**config.mk**
```make
export PLATFORM = sky130hd
export DESIGN_NAME = alu_cmd_issuer
export DESIGN_NICKNAME = d
export VERILOG_FILES = /design/src/rtl/alu_pkg.sv /design/src/rtl/alu_cmd_fifo.sv /design/src/rtl/alu_cmd_issuer.sv
export SDC_FILE = /design/constraint.sdc
export NUM_CORES = 1
export LEC_CHECK = 0
export CAP_MARGIN = 25
export CORE_ASPECT_RATIO = 0.75
export CORE_UTILIZATION = 50
export CTS_BUF_LIST = sky130_fd_sc_hd__clkbuf_4
export DETAILED_ROUTE_END_ITERATION = 10
export PLACE_DENSITY = 0.74
export SLEW_MARGIN = 40
export SYNTH_ARGS = -nofsm -noshare
export SYNTH_HDL_FRONTEND = slang
export SYNTH_SLANG_ARGS = --single-unit
export TNS_END_PERCENT = 30
```
**constraint.sdc**
```tcl
create_clock -name clk -period 3.6 [get_ports clk]
set_input_delay 0.72 -clock clk [delete_from_list [all_inputs] [get_ports clk]]
set_output_delay 0.72 -clock clk [all_outputs]
set_load 0.005 [all_outputs]
```
**src/rtl/alu_pkg.sv**
```systemverilog
// Shared ALU definitions: opcode encoding for the generated ALU ports and the
// issuer FSM state encoding.
package alu_pkg;

  localparam int ALU_OP_W = 4;

  localparam logic [ALU_OP_W-1:0] ROL = 4'd0;
  localparam logic [ALU_OP_W-1:0] ROR = 4'd1;
  localparam logic [ALU_OP_W-1:0] MAX = 4'd2;
  localparam logic [ALU_OP_W-1:0] MIN = 4'd3;
  localparam logic [ALU_OP_W-1:0] MUL = 4'd4;
  localparam logic [ALU_OP_W-1:0] SNE = 4'd5;
  localparam logic [ALU_OP_W-1:0] SLL = 4'd6;
  localparam logic [ALU_OP_W-1:0] SGT = 4'd7;

  typedef enum logic [1:0] {
    IDLE  = 2'd0,
    DRIVE = 2'd1,
    HOLD  = 2'd2
  } issuer_state_t;

endpackage

```
**src/rtl/alu_cmd_fifo.sv**
```systemverilog
// Synchronous command FIFO with occupancy count; no pass-through when full.
module alu_cmd_fifo #(
  parameter int W     = 8,
  parameter int DEPTH = 4,
  parameter int AW    = $clog2(DEPTH),
  parameter int CW    = $clog2(DEPTH) + 1
) (
  input  logic          clk,
  input  logic          rst_n,
  input  logic          i_push,
  input  logic [W-1:0]  i_data,
  input  logic          i_pop,
  output logic [W-1:0]  o_data,
  output logic          o_full,
  output logic          o_empty,
  output logic [CW-1:0] o_count
);

  logic [W-1:0]  r_mem [DEPTH];
  logic [AW-1:0] r_wr_ptr;
  logic [AW-1:0] r_rd_ptr;
  logic [CW-1:0] r_count;
  logic          w_do_push;
  logic          w_do_pop;

  assign o_full    = (r_count == CW'(DEPTH));
  assign o_empty   = (r_count == '0);
  assign o_count   = r_count;
  assign o_data    = r_mem[r_rd_ptr];
  assign w_do_push = i_push && !o_full;
  assign w_do_pop  = i_pop && !o_empty;

  // DEPTH is a power of two, so plain increment wraps the pointers.
  always_ff @(posedge clk or negedge rst_n) begin
    if (!rst_n) begin
      r_wr_ptr <= '0;
      r_rd_ptr <= '0;
      r_count  <= '0;
    end else begin
      if (w_do_push) r_wr_ptr <= r_wr_ptr + AW'(1);
      if (w_do_pop)  r_rd_ptr <= r_rd_ptr + AW'(1);
      case ({w_do_push, w_do_pop})
        2'b10:   r_count <= r_count + CW'(1);
        2'b01:   r_count <= r_count - CW'(1);
        default: r_count <= r_count;
      endcase
    end
  end

  always_ff @(posedge clk) begin
    if (w_do_push) r_mem[r_wr_ptr] <= i_data;
  end

endmodule

```
**src/rtl/alu_cmd_issuer.sv**
```systemverilog
// Queues tagged ALU commands, drives one at a time onto a combinational ALU and
// returns captured result/flags in order on a valid/ready response stream.
module alu_cmd_issuer
  import alu_pkg::*;
#(
  parameter int WIDTH = 16,
  parameter int SHW   = 5,
  parameter int OPW   = ALU_OP_W,
  parameter int DEPTH = 4,
  parameter int TAGW  = 4
) (
  input  logic             clk,
  input  logic             rst_n,
  input  logic             cmd_valid,
  output logic             cmd_ready,
  input  logic [OPW-1:0]   cmd_opcode,
  input  logic [WIDTH-1:0] cmd_a,
  input  logic [WIDTH-1:0] cmd_b,
  input  logic [SHW-1:0]   cmd_shift,
  input  logic [TAGW-1:0]  cmd_tag,
  output logic [OPW-1:0]   alu_opcode,
  output logic [WIDTH-1:0] alu_input1,
  output logic [WIDTH-1:0] alu_input2,
  output logic [SHW-1:0]   alu_shiftValue,
  input  logic [WIDTH-1:0] alu_result,
  input  logic             alu_carryFlag,
  input  logic             alu_zeroFlag,
  input  logic             alu_signFlag,
  output logic             rsp_valid,
  input  logic             rsp_ready,
  output logic [WIDTH-1:0] rsp_result,
  output logic             rsp_carry,
  output logic             rsp_zero,
  output logic             rsp_sign,
  output logic             rsp_err,
  output logic [TAGW-1:0]  rsp_tag,
  output logic             busy
);

  localparam int FW = OPW + 2*WIDTH + SHW + TAGW;
  localparam int CW = $clog2(DEPTH) + 1;

  issuer_state_t    r_state;
  issuer_state_t    w_next_state;
  logic             w_pop;
  logic             w_push;
  logic             w_full;
  logic             w_empty;
  logic [CW-1:0]    w_count;
  logic [FW-1:0]    w_fifo_dout;
  logic [OPW-1:0]   w_head_op;
  logic [WIDTH-1:0] w_head_a;
  logic [WIDTH-1:0] w_head_b;
  logic [SHW-1:0]   w_head_sh;
  logic [TAGW-1:0]  w_head_tag;
  logic [TAGW-1:0]  r_tag;

  assign cmd_ready = !w_full;
  assign w_push    = cmd_valid && cmd_ready;
  assign busy      = (r_state != IDLE) || (w_count != '0);
  assign {w_head_op, w_head_a, w_head_b, w_head_sh, w_head_tag} = w_fifo_dout;

  alu_cmd_fifo #(
    .W     (FW),
    .DEPTH (DEPTH)
  ) u_fifo (
    .clk     (clk),
    .rst_n   (rst_n),
    .i_push  (w_push),
    .i_data  ({cmd_opcode, cmd_a, cmd_b, cmd_shift, cmd_tag}),
    .i_pop   (w_pop),
    .o_data  (w_fifo_dout),
    .o_full  (w_full),
    .o_empty (w_empty),
    .o_count (w_count)
  );

  always_ff @(posedge clk or negedge rst_n) begin
    if (!rst_n) r_state <= IDLE;
    else        r_state <= w_next_state;
  end

  // A new op is popped from IDLE, or from HOLD in the same edge the consumer
  // takes the current response, giving one op every two cycles.
  always_comb begin
    w_next_state = r_state;
    w_pop        = 1'b0;
    case (r_state)
      IDLE: begin
        if (!w_empty) begin
          w_pop        = 1'b1;
          w_next_state = DRIVE;
        end
      end
      DRIVE: w_next_state = HOLD;
      HOLD: begin
        if (rsp_ready) begin
          if (!w_empty) begin
            w_pop        = 1'b1;
            w_next_state = DRIVE;
          end else begin
            w_next_state = IDLE;
          end
        end
      end
      default: w_next_state = IDLE;
    endcase
  end

  always_ff @(posedge clk or negedge rst_n) begin
    if (!rst_n) begin
      alu_opcode     <= '0;
      alu_input1     <= '0;
      alu_input2     <= '0;
      alu_shiftValue <= '0;
      r_tag          <= '0;
    end else if (w_pop) begin
      alu_opcode     <= w_head_op;
      alu_input1     <= w_head_a;
      alu_input2     <= w_head_b;
      alu_shiftValue <= w_head_sh;
      r_tag          <= w_head_tag;
    end
  end

  // The ALU is combinational; its outputs have settled by the end of DRIVE.
  always_ff @(posedge clk or negedge rst_n) begin
    if (!rst_n) begin
      rsp_valid  <= 1'b0;
      rsp_result <= '0;
      rsp_carry  <= 1'b0;
      rsp_zero   <= 1'b0;
      rsp_sign   <= 1'b0;
      rsp_err    <= 1'b0;
      rsp_tag    <= '0;
    end else if (r_state == DRIVE) begin
      rsp_valid  <= 1'b1;
      rsp_result <= alu_result;
      rsp_carry  <= alu_carryFlag;
      rsp_zero   <= alu_zeroFlag;
      rsp_sign   <= alu_signFlag;
      rsp_err    <= alu_opcode[OPW-1];
      rsp_tag    <= r_tag;
    end else if (r_state == HOLD && rsp_ready) begin
      rsp_valid  <= 1'b0;
    end
  end

endmodule
```
==> summary.md, run 1 <==
| Metric | Value |
|---|---|
| Post-Syn Area | 9700 um2 |
| Mean number of vias per cell | 5.20 |
| Arr. time, crit path | approximately 2.0 ns |
| Worst-margin pin slew | 0.675 ns |
| Clk root buf | clkbuf_4 |
| Largest net degree at the start of global routing | 60 |
| GR Util met3 | 5.24% |
| Top cell type's share of synthesized area | 55.7% |
| Iter 0 DRT Violations | 315 |
| Total negative setup slack | 0 ns |
| RSZ-0062 raised after global routing | false |
| Drt first pass iters | 4 |
| Width of the chip | 163 um |
| MaxCap Viol Count | 0 |
| Syn Inst Count | 431 |
| Grt total ovfl | 0 |
| Routed Antenna Nets | 0 |
| CTS Hold Bufs | 0 |
| Hold Slack | 0.0476 ns |
| Detailed Place HPWL | ~11000 um |
| First-pass GRT wire length | 28200 um |
| Max Freq | 0.364 GHz |
| Fraction of layout cells with a size suffix above 1 | 35.4% |
| CTS sink count | 259 |
| CP Capture Type | primary output |
| Antenna violations before repair | 0 |
| Pwr dens | 861 nW/um2 |
| Gr busiest metal | met2 |
| Run status | completed |
| Via count | around 4800 |
| Clk_lat worst skew | 0.67 ns |
| Vias in the first global route | between 5000 and 6000 |
| Die H | 123 um |
| Setup bufs post-CTS | 0 |
| Std-Cell Rows | 43 |
| Worst Setup Start Kind | register |
| Worst VDD drop | 516 uV |
| Core area | 18700 um2 |
| Area growth syn-to-layout | 25.8% |
| Die area | between 15000 and 20000 um2 |
| Synth top area cells | edfxtp_1 (56%), dfrtp_1 (20%), mux4_2 (10%) |
| Met1 usage | 26.8% |
| Final WL | 18100 um |
| Hold crit path type | in2async |
| IO Port Bufs | 135 |
| Nets | 698 |
| H-tree depth | 2 |
| Endpoints failing setup | 0 |
| Worst Path Max Fanout | 6 |
| Total CTS buffers | 60 |
| Top cell type by total area after synthesis | edfxtp_1 |
| Skew final | ~0.027 ns |
| Longest Clk Path Bufs | 3 |
| Synth cell types | 30 |
| Slew headroom | 54.9% |
| Sequential area share after synthesis | approximately 76% |
| Post-Place Cell Area | 11400 um2 |
| Grt met2 use | 28.6% |
| PostCTS Resize Cnt | 0 |
| Final period demand of the worst path | 2.75 ns |
| Fin. Hold Viols | 0 |
| Required time of the critical path | 2.88 ns |
| Leak Pwr | 4.50 nW |
| Initial core utilization | 51.8% |
| Max Slew Vio Count | 0 |
| Ys Warns | 0 |
| Gp weighted congestion | 0.731 |
| CTS tree | yes |
| # IOs | 136 |
| DRC | 0 |
| Ant diodes | 0 |
| Syn_area_per_cell | 22.5 um2 |
| Synthesis-stage register bit count | 259 |
| Clock slew at reported path FFs | 0.07 ns |
| Total GRT Usage | between 10% and 20% |
| Fin crit share | about 76% |
| Design area | between 10000 and 15000 um2 |
| Post-synth net total | 505 |
| Critical path class | reg2out |
| WL per Instance | 19.6 um |
## registers in the layout, indices dropped and copies added, names as in the netlist, 2 cells and up
register	cells
alu_input1	16
alu_input2	16
alu_opcode	4
alu_shiftValue	5
r_state	2
r_tag	4
rsp_result	16
rsp_tag	4
u_fifo.o_count	3
u_fifo.r_mem	180
u_fifo.r_rd_ptr	2
u_fifo.r_wr_ptr	2
## per-stage QoR
stage	power (mW)	util [%]	setup slack, ns	std cells
2_1_floorplan	6.80	-	1.10	431
3_3_place_gp	8.13	60.7	0.829	807
3_5_place_dp	8.32	61.0	0.745	809
4_1_cts	10.7	65.2	0.772	922
5_1_grt	11.1	65.2	0.738	922
6_report	10.5	65.2	0.852	922
## per-layer routing
metal | wire, um | up-vias
met2 | 8190 | 179
met1 | 8240 | 2430
met4 | 250 | 0
li1 | - | 2161
met5 | 0 | -
met3 | 1380 | 25
## report_power, final
part           switching (mW)  internal (mW)
combinational            1.28           2.22
clock                    1.09           1.23
sequential              0.547           4.14
total                    2.92           7.59
## path summary, 6_finish.rpt
kind                              startpoint                end  slack, ns  cells past startpoint
max reg2reg                u_fifo.o_count[2]  u_fifo.o_count[2]       1.31                      9
max                        u_fifo.o_count[2]          cmd_ready       0.85                      2
min reg2reg                   alu_input2[11]     alu_input2[11]       0.51                      1
min in group clk              alu_input2[11]     alu_input2[11]       0.51                      1
min                                    rst_n     alu_input1[12]       0.05                      1
max in group asynchronous              rst_n     rsp_result[13]       2.89                      2
## layout make-up
type,instances,area [um2]
clock buffers,98,736
multi-input cells,147,2180
repair buffers,148,1500
inverters,8,30.0
clock inverters,15,56.3
well taps,247,309
flip-flops and latches,259,7390
fillers,1289,6520
## cells in the final DEF (no fill, tap or decap)
cell / instances
a21o_1: 1
a21oi_1: 2
and2_4: 1
and2b_1: 1
and3_2: 4
buf_12: 4
buf_4: 9
buf_6: 1
clkbuf_4: 98
clkdlybuf4s50_1: 134
clkinv_1: 13
dfrtp_1: 77
dfrtp_4: 2
edfxtp_1: 180
fa_1: 1
ha_1: 5
inv_1: 8
inv_2: 2
mux2_1: 1
mux2_2: 45
mux2_4: 24
mux2i_1: 1
mux4_2: 45
nand2_1: 2
nor2_1: 2
nor2_4: 1
nor3_1: 1
nor3_4: 2
nor4b_1: 1
or3b_4: 1
xnor2_1: 2
xor2_1: 4
## cells in the mapped netlist
cell,count
nor2_2,1
fa_1,1
buf_6,6
buf_4,2
and2b_1,1
a21oi_1,2
ha_1,5
buf_1,2
mux4_2,45
nor3_1,1
or3b_4,1
nor2_1,2
xor2_1,4
xnor2_1,2
mux2_2,45
clkbuf_1,1
mux2i_1,1
edfxtp_1,180
dfrtp_1,79
nor3_2,1
a21o_1,1
buf_2,6
nand2_1,2
mux2_1,1
and2_4,1
inv_1,8
mux2_4,24
nor3_4,1
nor4b_1,1
and3_1,4
## cells by family (layout without fill, tap and decap cells)
kind of cell | Yosys count | in the layout | share of synthesized area (%)
compound gates | 3 | 3 | 0.181
mux | 116 | 116 | 19.6
flops | 259 | 259 | 76.1
simple gates | 16 | 16 | 1.17
fa+ha+maj | 6 | 6 | 0.851
buf+inv | 25 | 269 | 1.59
xor+xnor | 6 | 6 | 0.542
## worst max-delay path, stage by stage, from the launching register on
cell             delay, ns
dfrtp_1               0.43
or3b_4                0.44
clkdlybuf4s50_1       0.49
Note: power is estimated with default switching activity, not from simulation.
==> run 2: changes to the inputs <==
clock period = 2.64 ns   (was 3.6 ns; I/O delays follow)
==> summary.md, run 2 (synthesized netlist as in run 1, its figures left out) <==
| Metric | Value |
|---|---|
| Setup bufs post-CTS | 0 |
| CTS tree | yes |
| Area growth syn-to-layout | 26.4% |
| Grt total ovfl | 0 |
| Worst-margin pin slew | 0.532 ns |
| H-tree depth | 2 |
| Pwr dens | 1170 nW/um2 |
| Mean number of vias per cell | 5.19 |
| Logic gate share of total power | 33.5% |
| Required time of the critical path | 2.11 ns |
| CTS sink count | 259 |
| Largest register by flop count | u_fifo.r_mem |
| Ant diodes | 0 |
| Leak Pwr | 4.53 nW |
| First-pass GRT wire length | 27700 um |
| Final Power | 14.4 mW |
| Endpoints failing setup | 0 |
| Gp weighted congestion | ~0.74 |
| Routed Antenna Nets | 0 |
| MaxCap Viol Count | 0 |
| Worst VDD drop | 658 uV |
| Detailed Place HPWL | 10600 um |
| Max Freq | 0.396 GHz |
| Fin crit share | 95.7% |
| Longest Clk Path Bufs | 3 |
| Via count | 4804 |
| CP Capture Type | primary output |
| Iter 0 DRT Violations | 314 |
| Hold Slack | 0.349 ns |
| Max reg flops | 180 |
| Most common cell after layout, fill and taps aside | edfxtp_1 |
| Core area | 18700 um2 |
| Drt first pass iters | 4 |
| Total CTS buffers | 60 |
| Die area | 20000 um2 |
| Total negative setup slack | 0 ns |
| IO Port Bufs | 135 |
| Clock slew at reported path FFs | around 0.06 ns |
| Fillers | 1285 |
| DRC | 0 |
| Flop pwr share | 43.9% |
| Hold crit path type | in2async |
| Fraction of layout cells with a size suffix above 1 | 36.3% |
| # IOs | approximately 140 |
| Final period demand of the worst path | 2.53 ns |
| Clk root buf | clkbuf_4 |
| Clk_lat worst skew | around 0.7 ns |
| Initial core utilization | roughly half |
| Nets | approximately 700 |
| Switching Share | 27.2% |
| Skew final | 0.0586 ns |
| Antenna violations before repair | 0 |
| Clock share of power | between 20% and 30% |
| Most frequent cells in the layout | edfxtp_1 (180), clkdlybuf4s50_1 (134), clkbuf_4 (100) |
| Worst Path Max Fanout | 6 |
| Worst Setup Start Kind | register |
| WL per Instance | 19.2 um |
| Net Sw Power | approximately 3.9 mW |
| Largest net degree at the start of global routing | 46 |
| Final WL | approximately 18000 um |
| Fin. Hold Viols | 0 |
| Run status | completed |
| Slew headroom | 64.0% |
| Std-Cell Rows | 43 |
| RSZ-0062 raised after global routing | false |
| Arr. time, crit path | 2.00 ns |
| Total GRT Usage | 18.6% |
| Width of the chip | around 160 um |
| Critical path class | reg2out |
| Die H | ~120 um |
| Max Slew Vio Count | 0 |
| Vias in the first global route | 5326 |
| Pint | between 10 and 15 mW |
-- run 2: worst max-delay path, stage by stage, from the launching register on --
cell,delay (ns)
dfrtp_1,0.45
or3b_4,0.44
clkdlybuf4s50_1,0.48
-- run 2: path summary, 6_finish.rpt --
kind                                   startpoint                   to  slack, ns  cells past startpoint
min in group clk                    cmd_opcode[2]  u_fifo.r_mem[1][43]       0.49                      1
worst max register to register  u_fifo.o_count[0]    u_fifo.o_count[2]       0.42                      9
worst min register to register         rsp_tag[1]           rsp_tag[1]       0.51                      1
worst min-delay path                        rst_n        alu_input1[5]       0.35                      2
worst max-delay path            u_fifo.o_count[0]            cmd_ready       0.11                      2
max in group asynchronous                   rst_n       rsp_result[14]       1.60                      3
-- run 2: repair_timing --
item | 4_1_cts | 5_1_grt
resized for setup | 0 | 0
hold buffers | 1 | 0
hold endpoints to repair | 25 | 0
-- run 2: layer usage --
metal,share of wire [%],track usage [%]
met1,46,25.1
met5,0,0
met4,1.1,6.72
met3,6.2,5.27
met2,47,29.0
-- run 2: power by group through the flow --
| stage | Combinational (mW) | Sequential (mW) | Clock (mW) |
|---|---|---|---|
| floorplan | 3.11 | 6.17 | 0 |
| global placement | 4.79 | 6.36 | 0 |
| detailed placement | 4.90 | 6.42 | 0 |
| CTS | 4.90 | 6.35 | 3.37 |
| global route | 5.19 | 6.47 | 3.57 |
| finish | 4.82 | 6.32 | 3.26 |
-- run 2: through the flow --
step	util, %	instances	instance area (um2)	setup slack [ns]
after detailed placement	61.0	812	11400	0.0540
after floorplan	-	431	9700	0.331
after global placement	61.0	812	11400	0.0989
after global routing	65.5	925	12300	0.0191
after CTS	65.5	925	12300	0.0471
final	65.5	925	12300	0.114
-- run 2: layout make-up --
type                            count  area [um2]  share of cell area [%]
Clock inverter                     12        76.3                   0.622
Timing Repair Buffer              152        1530                    12.5
Clock buffer                      100         751                    6.12
Tap cell                          247         309                    2.52
Inverter                            8        30.0                   0.245
Multi-Input combinational cell    147        2180                    17.8
Sequential cell                   259        7390                    60.2
